===== src/rtl/compare_sequencer.sv =====
// compare_sequencer: chunk-serial magnitude comparator, MSB chunk first with early exit.
// Signed compares flip the sign bit of the top chunk so an unsigned chunk compare suffices.
module compare_sequencer #(
    parameter int BUS_SIZE = 16,
    parameter int CHUNK    = 4
) (
    input  logic                clk,
    input  logic                rst,
    input  logic                in_valid,
    output logic                in_ready,
    input  logic [BUS_SIZE-1:0] a,
    input  logic [BUS_SIZE-1:0] b,
    input  logic                op_signed,
    output logic                out_valid,
    input  logic                out_ready,
    output logic                eq,
    output logic                lt,
    output logic                gt,
    output logic                busy
);
    localparam int NCHUNK = BUS_SIZE / CHUNK;
    localparam int IW = NCHUNK > 1 ? $clog2(NCHUNK) : 1;
    localparam logic [IW-1:0] TOP = IW'(NCHUNK - 1);

    typedef enum logic [1:0] {IDLE, RUN, DONE} state_t;

    state_t state, state_n;
    logic [BUS_SIZE-1:0] ra, rb;
    logic rs;
    logic [IW-1:0] idx;
    logic [CHUNK-1:0] ca, cb, msb;
    logic differ;

    always_comb begin
        msb = '0;
        msb[CHUNK-1] = rs && idx == TOP;
        ca = ra[idx*CHUNK +: CHUNK] ^ msb;
        cb = rb[idx*CHUNK +: CHUNK] ^ msb;
        differ = ca != cb;
        state_n = state;
        case (state)
            IDLE: state_n = in_valid ? RUN : IDLE;
            RUN:  state_n = (differ || idx == '0) ? DONE : RUN;
            DONE: state_n = out_ready ? IDLE : DONE;
            default: state_n = IDLE;
        endcase
    end

    assign in_ready  = state == IDLE;
    assign out_valid = state == DONE;
    assign busy      = state != IDLE;

    always_ff @(posedge clk) begin
        if (rst) begin
            state <= IDLE;
            idx   <= TOP;
            ra    <= '0;
            rb    <= '0;
            rs    <= 1'b0;
            eq    <= 1'b0;
            lt    <= 1'b0;
            gt    <= 1'b0;
        end else begin
            state <= state_n;
            if (state == IDLE && in_valid) begin
                ra  <= a;
                rb  <= b;
                rs  <= op_signed;
                idx <= TOP;
            end
            if (state == RUN) begin
                if (differ) begin
                    eq <= 1'b0;
                    lt <= ca < cb;
                    gt <= ca > cb;
                end else if (idx == '0) begin
                    eq <= 1'b1;
                    lt <= 1'b0;
                    gt <= 1'b0;
                end else begin
                    idx <= idx - 1'b1;
                end
            end
        end
    end
endmodule

===== config.mk =====
export PLATFORM = sky130hd
export DESIGN_NAME = compare_sequencer
export DESIGN_NICKNAME = d
export VERILOG_FILES = /design/src/rtl/compare_sequencer.sv
export SDC_FILE = /design/constraint.sdc
export NUM_CORES = 1
export LEC_CHECK = 0
export ABC_AREA = 1
export BUFFER_PORTS_ARGS = -buffer_cell sky130_fd_sc_hd__buf_4
export CAP_MARGIN = 20
export CORE_ASPECT_RATIO = 0.9
export CORE_UTILIZATION = 29
export DETAILED_ROUTE_END_ITERATION = 10
export GPL_TIMING_DRIVEN = 0
export PLACE_DENSITY = 0.5
export SLEW_MARGIN = 20
export SYNTH_ARGS = -nofsm -noshare
export SYNTH_HDL_FRONTEND = slang
export SYNTH_SLANG_ARGS = --single-unit

===== constraint.sdc =====
create_clock -name clk -period 2.92 [get_ports clk]
set_clock_uncertainty 0.05 [all_clocks]
set_input_delay 0.584 -clock clk [delete_from_list [all_inputs] [get_ports clk]]
set_output_delay 0.584 -clock clk [all_outputs]
set_load 0.005 [all_outputs]

# Yosys cells after proc, flatten, opt, wreduce, memory -nomap -nowiden
# Cells that the tools add are included.
dict set report word_totals {
  output_inout_bits 6
  in_bits 37
  regBits 40
  wordCells 40
}
dict set report op_classes {
  n_lt_le_gt_ge 2
  n_eq_ne 4
  bitwise 2
  reduce_logical 8
  addsub 1
  shifts 2
  n_mux 13
}
# cell count
set ops {}
lappend ops {{$shiftx A16 B5 Y4} 2}
lappend ops {{$mux W2} 6}
lappend ops {{$xor A4 B4 Y4} 2}
lappend ops {{$mux W1} 6}
lappend ops {{$pmux W2 S3} 1}
lappend ops {{$eq A2 B2 Y1 const B} 2}
lappend ops {{$gt A4 B4 Y1} 1}
lappend ops {{$logic_not A2 Y1} 2}
lappend ops {{$lt A4 B4 Y1} 1}
lappend ops {{$ne A4 B4 Y1} 1}
lappend ops {{$reduce_bool A2 Y1} 2}
lappend ops {{$eq A2 B1 Y1 const B} 1}
lappend ops {{$logic_and A1 B1 Y1} 2}
lappend ops {{$reduce_and A2 Y1} 1}
lappend ops {{$sub A2 B1 Y2 const B} 1}
lappend ops {{$logic_or A1 B1 Y1} 1}

# Depth between registers and ports, before layout
# Gate-level depths: netlist of run 1.
dict set report depth {
  ltp_word 7
  ltp_mapped 14
  mapped_depth_nobuf 13
}

# Worst setup path after synthesis of run 1
# No wires, ideal clock.
dict set report synth_timing {
  path_kind {flip-flop to flip-flop}
  start {register idx[0]}
  end {register gt}
  path_buffers 2
  setup_slack_ps 1049
  stages_incl_launch_ff 12
  required_time_ps 2756
  arrival_ps 1707
  setup_ps 114
  period_less_slack_ps 1871
  path_cell_list {dfxtp_1 buf_2 inv_2 buf_4 nand2_1 a32o_1 ha_1 nand2_1 o21ai_2 clkinv_1 nand2_1 a21oi_2}
}
dict set report synth_via {
  elab_chain_len 6
  word_cells_on_any_way 12
  cone_classes {1 x order compare; 2 x eq/ne; 2 x shift; 1 x mux; 2 x bitwise; 4 x reduce/logical}
}
# element line
set synth_rtl {}
lappend synth_rtl {{start, declared} 30} ;# logic [IW-1:0] idx;
lappend synth_rtl {{start signal, assigned} 81} ;# idx <= idx - 1'b1;
lappend synth_rtl {{parallel branches: the longest is 6 deep, another holds $gt A4 B4 Y1} --}
lappend synth_rtl {{end signal, assigned} 75} ;# gt <= ca > cb;
lappend synth_rtl {{end, declared} 18} ;# output logic gt,
# Parallel ways; which one is timed is not known.
# A chain may end at the register's enable or synchronous reset.

# Final worst setup path of run 1
# Ends and elaborated chain as after synthesis.

==> results.md, run 1 <==
* Hold Path Stages at 2
* Sequential-to-total area share from yosys stat at 43.9%
* Number of port buffers at 42
* Peak supply drop at 230 uV
* Share of the clock period used by the worst path at 76.3%
* Hold violation total from the final report at 0
* Mean instance size in the synthesized netlist at 7.07 um2
* Highest fanout seen on the critical path at 10
* Relative slew slack at 75.6%
* Critical Path Source Type: flip-flop
* Worst min-delay path category: reg2reg
* Shortest period the worst path allows at 2230 ps
* Endpoint of the most critical register-to-register path: gt
* Post-DR wirelength/cell at 12.3 um
* Cells after synthesis at 258
* Largest cells by area after synthesis: dfxtp_1, nor2_1, o21ai_0, nand2_1, ha_1
* Instance count after placement with tap cells included at 372
* Met2 wire len at 2.09 mm
* Total number of yosys warnings at 0
* Maximum count of clock buffers along a single path at 2
* Fill cell count at 703
* Power density over the cells at 644 nW/um2
* Synth top area share at 43.9%
* Max Fclk at 449 MHz
* Overall power consumption at 1.49 mW
* First drt pass iteration count at 4
* Number of instances resized during post-cts repair at 0
* Dpl ws at 676 ps
* Count of final setup violators at 0
* Post-synthesis instance area at 1820 um2
* Overflow after GRT at 0
* Combined global-route utilization of all metal layers at 15.4%
* Worst setup EP type: flip-flop
* Fraction of final layout cells with drive strength greater than 1 at 21.4%
* Count of unique library cells instantiated by Yosys at 28
* Post-route DRC violation count at 0
* HPWL after detailed placement at 3.45 mm
* Clock latency on the worst-skew pair at 290 ps
* Standard-cell row count at 27
* Max-slew violations at 0
* Type of the setup path with the least slack: reg2reg
* Vias at 1718
* Post-CTS setup buffer count at 0
* Number of buffers created by CTS at 5
* Number of buffers added to fix hold violations after cts at 0
* Die Outline Area at 6610 um2
* Routability Congestion at 0.714
* Core ar. at 6080 um2
* CTS H-tree depth at 2
* Setup slack on the worst flop-to-flop path at 690 ps
* Width of the chip at 85.6 um
* CTS clk-pin slew, worst paths at 80 ps
* Endpoint required time on the critical path at 3060 ps
* Launch instance of the worst register-to-register path: idx[0]
* DR iter-0 viols at 68
* Post-Route Setup TNS at 0 ps
* Cell count of the worst reg-to-reg path at 11
* Detail Route Antenna Nets at 0
* CTS tree: yes
* Growth of design area from synthesis to finish at 27.2%
* Pin count of the biggest net entering global routing at 12
* Largest area contributor in the netlist: dfxtp_1
* Final design utilization at 38.1%
* Async S/R FF share, synth at 0%
* Post-layout nets at 348
* Count of flip-flops with a built-in enable after synthesis at 0
* Count of placed standard cells in the final layout, fillers left out at 380
* Vias in the first global route at 1668
* Number of diodes at 0
* Worst Hold Path EP: rb[9]
* Most frequent cells after synthesis: nor2_1, dfxtp_1, o21ai_0
* Slew at the pin with the worst max-slew slack at 365 ps
* Flip-flop and latch count after synthesis at 40
* Root buf cell: clkbuf_8
* # IOs at 43
* Highest metal layer with signal wires: met4
* Leakage power at 1.06 nW
* Count of maximum capacitance violations at 0
* Leading cell type by number of instances after synthesis: nor2_1
* Antenna violations before repair at 0
* Status: finished clean
* Worst Slack Setup Final at 691 ps
* Detailed-routing wirelength on met1 at 2.33 mm
* Post-Route WL at 4.69 mm
* Nets in the synthesized netlist at 299
* Starting density of the core at 30.0%
* Chip height at 77.2 um
* Average vias per placed instance at 4.52
* Prevailing post-synth register cell: dfxtp_1
* Worst hold start: rb[9]
* Met3 routed WL at 207 um
* CP arrival at 2370 ps
* Global-route wire length before repair at 7.82 mm
* Setup repair after global routing missed its margin: false
* Clk sink count at 40
report_power, final:
group | switching, mW | internal, mW | leakage, nW | total [mW]
Clock | 0.189 | 0.193 | 0.0455 | 0.381
Sequential | 0.0402 | 0.620 | 0.331 | 0.660
Combinational | 0.259 | 0.193 | 0.681 | 0.453
Total | 0.488 | 1.01 | 1.06 | 1.49
registers in the layout, indices dropped and copies added, names as in the netlist:
signal,count
rb,16
eq,1
state,2
ra,16
rs,1
gt,1
lt,1
idx,2
worst max-delay path: stages (launching register included):
cell	delay [ps]
dfxtp_1	300
buf_2	240
buf_2	280
o21ai_0	110
o22ai_1	210
inv_1	70
ha_1	290
nand2_1	80
o21ai_2	200
clkinv_1	130
nand2_1	100
a21oi_2	50
layout make-up:
| class | count | area, um2 | share of cell area, % |
|---|---|---|---|
| inverter | 16 | 62.6 | 2.70 |
| multi-input combinational | 188 | 873 | 37.6 |
| clock buffer | 8 | 90.1 | 3.88 |
| buffer | 14 | 87.6 | 3.78 |
| timing repair buffer | 42 | 315 | 13.6 |
| sequential | 40 | 801 | 34.5 |
| tap | 72 | 90.1 | 3.88 |
cell usage in the layout, fill, tap and decap left out:
cell / netlist / layout
a21oi_1: 8 / 8
a21oi_2: 1 / 1
a31oi_1: 1 / 1
a32o_1: 2 / 2
buf_2: 4 / 4
buf_4: 1 / 43
buf_6: 3 / 3
clkbuf_1: 3 / 5
clkbuf_2: 3 / 3
clkbuf_8: 0 / 6
clkinv_1: 1 / 1
dfxtp_1: 40 / 40
ha_1: 4 / 4
inv_1: 13 / 13
inv_2: 1 / 1
inv_4: 1 / 1
nand2_1: 37 / 37
nand2_4: 1 / 1
nand3_1: 6 / 6
nor2_1: 77 / 77
nor2_2: 1 / 1
nor2_4: 1 / 1
nor3_1: 1 / 1
o21ai_0: 38 / 38
o21ai_1: 3 / 3
o21ai_2: 1 / 1
o22ai_1: 4 / 4
xnor2_1: 1 / 1
xor2_1: 1 / 1
metal layers:
metal	track usage [%]	vias up
met2	24.9	37
li1	-	926
met1	20.4	748
met4	5.00	0
met3	3.23	7
met5	0	-
metrics by stage:
| step | hold slack, ps | cell area (um2) |
|---|---|---|
| floorplan | 399 | 1820 |
| global placement | 413 | 2230 |
| detailed placement | 423 | 2230 |
| CTS | 442 | 2320 |
| global route | 446 | 2320 |
| finish | 437 | 2320 |
worst max-delay path by stage:
stage,start,to,slack [ps],depth (start not counted)
6_report,idx[0],gt,690,11
5_1_grt,idx[0],gt,440,11
4_1_cts,idx[0],gt,670,11
3_5_place_dp,idx[0],gt,680,11
3_3_place_gp,idx[0],gt,710,11
2_1_floorplan,idx[0],gt,1050,11
kinds of logic (layout without fill, tap and decap cells):
family / after synthesis / in the layout / share of synthesized area, %
AOI/OAI and AO/OA: 58 / 58 / 17.2
and+or+nand+nor: 124 / 124 / 27.0
xor gates and xnor gates: 2 / 2 / 0.960
DFF: 40 / 40 / 43.9
buffers and inverters: 30 / 80 / 8.23
adders and majority gates: 4 / 4 / 2.74
(Power assumes the default switching activity.)
==> run 2: changes to the inputs <==
ABC_AREA = 0   (was 1)
PLACE_DENSITY = 0.52   (was 0.5)
clock period = 2 ns   (was 2.92 ns; I/O delays follow)
==> run 2 against run 1 <==
- the flow now finishes with violations (design-rule violations, negative setup slack)
- worst hold slack lost 140 ps
- wire length shrank 8.9%
- maximum frequency grew 0.21%
- first-iteration DRC count shrank 2.9%
- clock-buffer cell count shrank 1
- cell area grew 4.0%
- area after synthesis shrank 2.5%
- cell count shrank 14%
- clock power grew 38%
- sequential power grew 38%
- largest cell class unchanged
- largest power group unchanged
- highest routed layer unchanged
==> results.md, run 2 <==
* Status: finished, violations left
* Violated checks: design-rule violations, negative setup slack
* Grt met1 use at 19.1%
* Setup repair after global routing missed its margin: true
* Highest fanout seen on the critical path at 5
* Count of unique library cells instantiated by Yosys at 30
* Average vias per placed instance at 4.62
* Overall power consumption at 2.01 mW
* Synth top area share at 45.0%
* Post-detailed-placement cell area at 2250 um2
* Count of flip-flops with a built-in enable after synthesis at 0
* Clock latency on the worst-skew pair at 290 ps
* Most frequent cells after synthesis: nand2_1, dfxtp_1, a21oi_1
* Vias at 1514
* CTS H-tree depth at 2
* Share of the clock period used by the worst path at 111%
* Flip-flop and latch count after synthesis at 40
* Clk sink count at 40
* Worst Slack Setup Final at -225 ps
* Max-slew violations at 0
* Leading registers by flop count: ra (16), rb (16)
* Nets in the synthesized netlist at 243
* Largest area contributor in the netlist: dfxtp_1
* Routability Congestion at 0.686
* Met3 usage at 3.14%
* Detail Route Antenna Nets at 0
* Power density over the cells at 833 nW/um2
* Fill cell count at 621
* Post-route DRC violation count at 4
* Leading cell type by number of instances after synthesis: nand2_1
* Largest cells by area after synthesis: dfxtp_1, nand2_1, a21oi_1, mux4_2, ha_1
* Chip height at 76.3 um
* Number of buffers created by CTS at 5
* Antenna violations before repair at 0
* Mean instance size in the synthesized netlist at 8.80 um2
* Starting density of the core at 30.7%
* Overflow after GRT at 0
* Worst min-delay path category: in2reg
* Count of maximum capacitance violations at 0
* Most common library cell in the layout ignoring fill and taps: nand2_1
* Most Crowded Layer GR: met2
* Async S/R FF share, synth at 0%
* Commonest cells after routing, fill and taps aside: nand2_1, buf_4, a21oi_1, dfxtp_1, mux4_2
* Standard-cell row count at 26
* Final Cell Area at 2410 um2
* Growth of design area from synthesis to finish at 35.7%
* DR iter-0 viols at 66
* Leakage power at 0.974 nW
* Post-layout nets at 298
* Cells after synthesis at 202
* Slew at the pin with the worst max-slew slack at 568 ps
* Critical Path Source Type: flip-flop
* Core ar. at 5790 um2
* Combined global-route utilization of all metal layers at 14.2%
* CP arrival at 2360 ps
* Pin count of the biggest net entering global routing at 13
* Peak supply drop at 298 uV
* First drt pass iteration count at 7
* Cell count of the worst reg-to-reg path at 7
* Root buf cell: clkbuf_8
* Endpoint required time on the critical path at 2130 ps
* Post-Route WL at 4.27 mm
* Fraction of final layout cells with drive strength greater than 1 at 35.3%
* Width of the chip at 84.5 um
* # IOs at 43
* Post-DR wirelength/cell at 13.0 um
* Hold violation total from the final report at 0
* Number of buffers added to fix hold violations after cts at 0
* Shortest period the worst path allows at 2220 ps
* Type of the setup path with the least slack: reg2reg
* Post-synthesis instance area at 1780 um2
* CTS clk-pin slew, worst paths at 80 ps
* Die Outline Area at 6450 um2
* Total number of yosys warnings at 0
* Number of port buffers at 42
* Sequential-to-total area share from yosys stat at 45.0%
* Relative slew slack at 62.1%
* Grt met2 use at 23.0%
* Post-Route Setup TNS at -844 ps
* Maximum count of clock buffers along a single path at 2
* Count of final setup violators at 7
* Max Fclk at 449 MHz
* Hold Path Stages at 3
* HPWL after detailed placement at 3.07 mm
* Global-route wire length before repair at 7.16 mm
* CTS tree: yes
* Prevailing post-synth register cell: dfxtp_1
* Worst setup EP type: flip-flop
* Vias in the first global route at 1551
* Number of diodes at 0
==> run 2: changes by cell type in the layout (fill, tap and decap cells not counted), moves of 6 or more <==
cell,delta
nor2_1,-76
a21oi_1,+30
buf_4,+7
o21ai_0,-37
nand2_1,+31
nand3_1,-6
inv_1,-8
mux4_2,+8
==> run 2: kinds of logic (layout without fill, tap and decap cells) <==
kind of cell             Yosys count  count (layout)  share of synthesized area [%]
AND/OR/NAND/NOR                   81              81                           20.3
adder cells (fa/ha/maj)            4               4                           2.82
multiplexers                       8               8                           10.1
buffers and inverters             20              76                           6.26
flip-flops                        40              40                           45.0
XOR/XNOR                           2               2                          0.985
AO/OA/AOI/OAI                     47              47                           14.5
==> run 2: layout make-up <==
cell class,instances,area [um2],area share [%]
Sequential cell,40,806,33.4
Timing Repair Buffer,48,360,14.9
Tap cell,70,87.6,3.63
Clock buffer,7,76.3,3.16
Inverter,7,26.3,1.09
Clock inverter,1,8.76,0.363
Multi-Input combinational cell,142,952,39.5
Buffer,13,95.1,3.94
==> run 2: timing repair <==
item	CTS	global route
gates resized for setup	12	1
setup buffers	6	0
setup endpoints to repair	7	7
pin swaps	6	2
==> run 2: critical path, cell delays in order, from the launching register on <==
cell	delay (ps)
dfxtp_4	360
buf_8	120
mux4_2	540
ha_4	300
nand4_4	120
nor3b_4	280
nand2b_1	90
a211o_1	250
==> run 2: path summary, 6_finish.rpt <==
path,slack (ps),to,startpoint
min reg2reg,400,rb[12],rb[12]
max,-220,idx[1],idx[0]
min,290,rs,op_signed
max reg2reg,-220,idx[1],idx[0]
==> run 2: layer usage <==
metal | wire length [um] | vias up
met5 | 0 | -
li1 | - | 790
met1 | 2070 | 686
met2 | 1980 | 33
met4 | 36 | 0
met3 | 182 | 5
==> run 2: where the power goes <==
group	switching [mW]	internal [mW]	total, mW	leakage [nW]
Sequential	0.0431	0.868	0.911	0.328
Combinational	0.276	0.297	0.574	0.603
Clock	0.276	0.249	0.525	0.0424
==> run 2: metrics by stage <==
| stage | hold slack [ps] | utilization, % | cells | setup slack [ps] |
|---|---|---|---|---|
| floorplan | 383 | - | 202 | -149 |
| global placement | 390 | 38.8 | 314 | -324 |
| detailed placement | 394 | 38.8 | 314 | -338 |
| CTS | 287 | 41.5 | 328 | -237 |
| global route | 293 | 41.7 | 328 | -302 |
| finish | 294 | 41.7 | 328 | -225 |
